## src/rtl/mips_regfile_if.sv

```systemverilog
// Write-back / operand-read bundle between the pipeline and the MIPS register file.
// master = pipeline side (MEM/WB write, ID reads); slave = register file.
interface mips_regfile_if #(
  parameter int unsigned DATA_W = 32,
  parameter int unsigned ADDR_W = 5
);
  logic              we_i;
  logic [ADDR_W-1:0] waddr_i;
  logic [DATA_W-1:0] wdata_i;
  logic              re1_i;
  logic [ADDR_W-1:0] raddr1_i;
  logic [DATA_W-1:0] rdata1_o;
  logic              re2_i;
  logic [ADDR_W-1:0] raddr2_i;
  logic [DATA_W-1:0] rdata2_o;
  logic [31:0]       wr_cnt_o;

  modport master (
    output we_i, waddr_i, wdata_i,
    output re1_i, raddr1_i, re2_i, raddr2_i,
    input  rdata1_o, rdata2_o, wr_cnt_o
  );

  modport slave (
    input  we_i, waddr_i, wdata_i,
    input  re1_i, raddr1_i, re2_i, raddr2_i,
    output rdata1_o, rdata2_o, wr_cnt_o
  );
endinterface

```

## src/rtl/mips_regfile.sv

```systemverilog
// 32x32 MIPS register file: r0 hardwired to zero, two combinational read ports, write-commit counter.
// Define REGFILE_BYPASS_EN to forward same-cycle write data to matching read ports.
module mips_regfile #(
  parameter int unsigned DATA_W   = 32,
  parameter int unsigned ADDR_W   = 5,
  parameter int unsigned NUM_REGS = 32
) (
  input logic          clk,
  input logic          rst,
  mips_regfile_if.slave rf
);

  logic [DATA_W-1:0] regs_q [NUM_REGS];
  logic [31:0]       wr_cnt_q;
  logic              commit;
  logic              hit1;
  logic              hit2;

  // Writes to r0 are dropped here, so r0 storage stays at its reset value.
  assign commit = rf.we_i && (rf.waddr_i != '0);

  always_ff @(posedge clk or negedge rst) begin
    if (!rst) begin
      for (int unsigned i = 0; i < NUM_REGS; i++) begin
        regs_q[i] <= '0;
      end
      wr_cnt_q <= '0;
    end else if (commit) begin
      regs_q[rf.waddr_i] <= rf.wdata_i;
      wr_cnt_q           <= wr_cnt_q + 32'd1;
    end
  end

`ifdef REGFILE_BYPASS_EN
  assign hit1 = commit && rf.re1_i && (rf.raddr1_i == rf.waddr_i);
  assign hit2 = commit && rf.re2_i && (rf.raddr2_i == rf.waddr_i);
`else
  assign hit1 = 1'b0;
  assign hit2 = 1'b0;
`endif

  always_comb begin
    rf.rdata1_o = '0;
    if (rst && rf.re1_i && (rf.raddr1_i != '0)) begin
      rf.rdata1_o = hit1 ? rf.wdata_i : regs_q[rf.raddr1_i];
    end
  end

  always_comb begin
    rf.rdata2_o = '0;
    if (rst && rf.re2_i && (rf.raddr2_i != '0)) begin
      rf.rdata2_o = hit2 ? rf.wdata_i : regs_q[rf.raddr2_i];
    end
  end

  assign rf.wr_cnt_o = wr_cnt_q;

endmodule

```

## src/flat_wrapper.sv

```systemverilog
// flat-port wrapper written by rule: the top's interface ports become plain ports
module mips_regfile_flat 
#(
  parameter int unsigned DATA_W   = 32,
  parameter int unsigned ADDR_W   = 5,
  parameter int unsigned NUM_REGS = 32
)
  (clk, rst, rf_we_i, rf_waddr_i, rf_wdata_i, rf_re1_i, rf_raddr1_i, rf_re2_i, rf_raddr2_i, rf_rdata1_o, rf_rdata2_o, rf_wr_cnt_o);
  mips_regfile_if #(.DATA_W(DATA_W), .ADDR_W(ADDR_W)) rf_i ();
  input logic clk;
  input logic rst;
  input wire logic [$bits(rf_i.we_i)-1:0] rf_we_i;
  input wire logic [$bits(rf_i.waddr_i)-1:0] rf_waddr_i;
  input wire logic [$bits(rf_i.wdata_i)-1:0] rf_wdata_i;
  input wire logic [$bits(rf_i.re1_i)-1:0] rf_re1_i;
  input wire logic [$bits(rf_i.raddr1_i)-1:0] rf_raddr1_i;
  input wire logic [$bits(rf_i.re2_i)-1:0] rf_re2_i;
  input wire logic [$bits(rf_i.raddr2_i)-1:0] rf_raddr2_i;
  output wire logic [$bits(rf_i.rdata1_o)-1:0] rf_rdata1_o;
  output wire logic [$bits(rf_i.rdata2_o)-1:0] rf_rdata2_o;
  output wire logic [$bits(rf_i.wr_cnt_o)-1:0] rf_wr_cnt_o;
  assign rf_i.we_i = rf_we_i;
  assign rf_i.waddr_i = rf_waddr_i;
  assign rf_i.wdata_i = rf_wdata_i;
  assign rf_i.re1_i = rf_re1_i;
  assign rf_i.raddr1_i = rf_raddr1_i;
  assign rf_i.re2_i = rf_re2_i;
  assign rf_i.raddr2_i = rf_raddr2_i;
  assign rf_rdata1_o = rf_i.rdata1_o;
  assign rf_rdata2_o = rf_i.rdata2_o;
  assign rf_wr_cnt_o = rf_i.wr_cnt_o;
  mips_regfile #(.DATA_W(DATA_W), .ADDR_W(ADDR_W), .NUM_REGS(NUM_REGS)) u_core (.clk(clk), .rst(rst), .rf(rf_i));
endmodule
```

## config.mk

```make
export PLATFORM = sky130hd
export DESIGN_NAME = mips_regfile_flat
export DESIGN_NICKNAME = d
export VERILOG_FILES = /design/src/rtl/mips_regfile_if.sv /design/src/rtl/mips_regfile.sv /design/src/flat_wrapper.sv
export SDC_FILE = /design/constraint.sdc
export NUM_CORES = 2
export LEC_CHECK = 0
export ABC_CLOCK_PERIOD_IN_PS = 5900
export BUFFER_PORTS_ARGS = -buffer_cell sky130_fd_sc_hd__buf_2
export CAP_MARGIN = 10
export CELL_PAD_IN_SITES_DETAIL_PLACEMENT = 1
export CELL_PAD_IN_SITES_GLOBAL_PLACEMENT = 1
export CORE_ASPECT_RATIO = 1.5
export CORE_MARGIN = 3
export CORE_UTILIZATION = 57
export DETAILED_ROUTE_END_ITERATION = 6
export PLACE_DENSITY = 0.92
export SLEW_MARGIN = 15
export SYNTH_ARGS = -nofsm -noshare
export SYNTH_HDL_FRONTEND = slang
export SYNTH_SLANG_ARGS = --single-unit
export TNS_END_PERCENT = 1
```

## constraint.sdc

```tcl
create_clock -name clk -period 5.9 [get_ports clk]
set_clock_uncertainty 0.2 [all_clocks]
set_input_delay 0 -clock clk [delete_from_list [all_inputs] [get_ports clk]]
set_output_delay 0 -clock clk [all_outputs]
set_load 0.02 [all_outputs]
```

==> out/results.ini <==
[worst_setup_path]
crit_path_start_kind = primary input
critPathKind = in -> out
r2r_end = u_core.rf.wr_cnt_o[27]$_DFFE_PN0P_
r2r_start = u_core.rf.wr_cnt_o[2]$_DFFE_PN0P_
cp_data_required_time_ns = 5.70
regToRegSetupSlack_ns = 2.75
reg2regPathDepth = 5
worstSetupEndpointType = primary output
path_max_fanout = 20
arrival_ns = 4.58

[synth]
ys_seq_area_share_pct = 46.41
synth.cell_area_um2 = 56940
yosysMostFrequentCell = mux2_2
syn_nets = 4240
synth_cells = 4187
synthTopCellsByArea = dfrtp_1 46%, mux2_2 22%, mux4_2 13%
synth_edf_count = 0
synth_area_per_cell_um2 = 13.60
yosysWarnings = 0
ys_types = 40
async_flop_share_pct = 100.0
synth_commonest_cells = 1,107 x mux2_2, 1,056 x dfrtp_1, 326 x mux4_2, 266 x mux2i_1, 238 x clkbuf_1
yosys.area.top_type = dfrtp_1
synth_top_area_share_pct = 46.41
yosys_most_used_dff = dfrtp_1
synth_seq_cells = 1056

[clock_tree]
clock_sinks = 1056
cts_setup_buffers = 0
root_buffer = clkbuf_16
worstSkewPairLatency_ns = 0.77
htreeDepth = 3
cts_resized = 0
cts_tree = done
ctsLongestPathBuffers = 3
clk_pin_slew_ns = 0.06
cts-buffers-inserted = 104

[placement]
portBuffers = 147
dp.cells = 5256
hpwl_mm = 128.0
place_congestion = 0.8646

[timing]
hold_viol = 0
fin_crit_sh_pct = 80.94
clock.fmax_mhz = 209.4
fin_tns_setup_ns = 0
final-setup-viol-count = 0
finalMaxSlewViolations = 0
fin_crit_ns = 4.776
tightest_slew_ns = 1.301
slew_headroom_pct = 13.04
rsz0062_at_grt = false

[final_layout]
syn_to_final_growth_pct = 9.745
drive_gt1_share_pct = 45.21
ff_latch_area_um2 = 26430
multi_input_area_um2 = 28720
final_cell_count_no_fill = 5492
nets = 4169
fill_cells = 8980

[pwr]
swShare_pct = 32.05
p_comb_share_pct = 20.9
pwr-share-clk_pct = 33.7
intPower_w = 0.01508
leakagePower_nw = 27.33
power.switching_w = 0.007113
powerDensity_nw_per_um2 = 355.2
seqPwrFrac_pct = 45.4
ir_drop_mv = 0.2498

[grt]
grt_first_pass_wirelength_mm = 361.1
track_usage_pct = 48.09
grt-ovfl-total = 0
antenna_found_initial = 15
grt_pass1_vias = 49750
grt_max_degree = 178

[worst_hold_path]
hold_path.class = in -> reg
min_to = u_core.rf.wr_cnt_o[1]$_DFFE_PN0P_
hold_depth = 4
hp-start = rf_we_i

[die]
die_area_um2 = 103800
row_count = 141
die_height_um = 393.1
io_pins = 148
die_w_um = 264.1
coreArea_um2 = 98790
start_util_pct = 57.64

[drt]
ant_nets = 0
drcViolationCount = 0
via_per_inst = 8.279
drt_iter0_drc = 7464
dr_total_vias = 45470
wire_per_inst_um = 45.33
drt-total-wl_mm = 248.9
firstDrtPassIters = 6

[status]
status = completed

[run]
maxCapViolCount = 0

## state kept, by name, indices dropped and copies added, names as in the netlist
register,count
u_core.regs_q,1024
u_core.rf.wr_cnt_o,32
## worst max path at each step
stage / to / depth (start not counted) / slack, ns / from
2_1_floorplan: u_core.rf.wr_cnt_o[22]$_DFFE_PN0P_ / 6 / 3.82 / u_core.rf.wr_cnt_o[3]$_DFFE_PN0P_
3_3_place_gp: u_core.regs_q[914]$_DFFE_PN0P_ / 4 / 2.37 / rst
3_5_place_dp: u_core.regs_q[882]$_DFFE_PN0P_ / 4 / 2.27 / rst
4_1_cts: rf_rdata1_o[1] / 9 / 1.62 / rst
5_1_grt: rf_rdata1_o[1] / 10 / 1.32 / rst
6_report: rf_rdata1_o[1] / 10 / 1.12 / rst
## kinds of logic (layout without fill, tap and decap cells)
family | after synthesis | in the layout | synth area share [%]
other | 0 | 2 | 0
AOI/OAI and AO/OA | 440 | 440 | 5.342
xor gates and xnor gates | 31 | 31 | 0.4768
muxes | 1699 | 1699 | 39.46
adders and majority gates | 1 | 1 | 0.02197
DFF | 1056 | 1056 | 46.41
buffers and inverters | 459 | 475 | 3.571
and+or+nand+nor | 501 | 501 | 4.720
## area by class of cell
type                       instances  area share, %
timing repair buffer             278          3.296
multi-input combinational       2672          45.95
inverter                           4        0.02803
antenna                            2       0.008009
clock inverter                    52          1.143
sequential                      1056          42.29
tap                             1287          2.577
clock buffer                     141          4.709
## through the flow
| stage | instance area [µm²] | utilization, % | setup WS (ns) | hold slack (ns) | power (W) |
|---|---|---|---|---|---|
| floorplan | 56940 | - | 3.825 | -0.4956 | 0.01242 |
| global placement | 58370 | 59.08 | 2.366 | -0.1970 | 0.01339 |
| detailed placement | 58370 | 59.08 | 2.269 | -0.1792 | 0.01400 |
| CTS | 62440 | 63.20 | 1.624 | 0.02957 | 0.02178 |
| global route | 62490 | 63.25 | 1.317 | 0.1241 | 0.02261 |
| finish | 62490 | 63.25 | 1.124 | 0.1222 | 0.02220 |
## worst max-delay path: stages
cell and delay (ns):
dlygate4sd3_1 0.53, dlygate4sd3_1 0.60, buf_8 0.18, and3_2 0.49
nand2_2 0.96, buf_4 0.49, a21oi_1 0.13, a311oi_1 0.53
nand4b_1 0.35, buf_2 0.28
## cell usage in the layout, fill, tap and decap left out, drive strengths merged, types with 4 or more instances in the layout
| cell | n |
|---|---|
| clkinvlp | 9 |
| nand4 | 9 |
| and3 | 12 |
| mux4 | 326 |
| dfrtp | 1056 |
| nand2b | 28 |
| nand2 | 132 |
| buf | 237 |
| a22oi | 62 |
| nor2 | 82 |
| o221ai | 27 |
| clkbuf | 143 |
| a311oi | 62 |
| bufinv | 15 |
| xor2 | 4 |
| nand3b | 8 |
| inv | 8 |
| nand4b | 65 |
| a221o | 37 |
| o211ai | 62 |
| mux2 | 1107 |
| mux2i | 266 |
| dlygate4sd3 | 39 |
| a21oi | 125 |
| nor3 | 9 |
| nor2b | 65 |
| xnor2 | 27 |
| o21ai | 62 |
| clkinv | 24 |
| nand3 | 80 |
| nor3b | 4 |
## per-layer routing
| layer | up-vias | track usage (%) | routed length (µm) |
|---|---|---|---|
| li1 | 15720 | - | - |
| met1 | 22890 | 54.57 | 78430 |
| met2 | 4830 | 70.67 | 108700 |
| met3 | 1996 | 19.38 | 33870 |
| met4 | 29 | 41.44 | 27700 |
| met5 | - | 0 | 198 |
## power groups by stage
| stage | clock network [W] | logic (W) | registers, W |
|---|---|---|---|
| 2_1_floorplan | 0 | 0.00304 | 0.00937 |
| 3_3_place_gp | 0 | 0.00385 | 0.00953 |
| 3_5_place_dp | 0 | 0.00417 | 0.00983 |
| 4_1_cts | 0.00741 | 0.00446 | 0.00991 |
| 5_1_grt | 0.00774 | 0.00478 | 0.0101 |
| 6_report | 0.00749 | 0.00463 | 0.0101 |
## what timing repair did
| action | 4_1_cts | 5_1_grt |
|---|---|---|
| hold buffers | 40 | 0 |
| endpoints found under the hold margin | 1380 | 0 |
| endpoints found under the setup margin | 0 | 0 |
(Power assumes the default switching activity.)
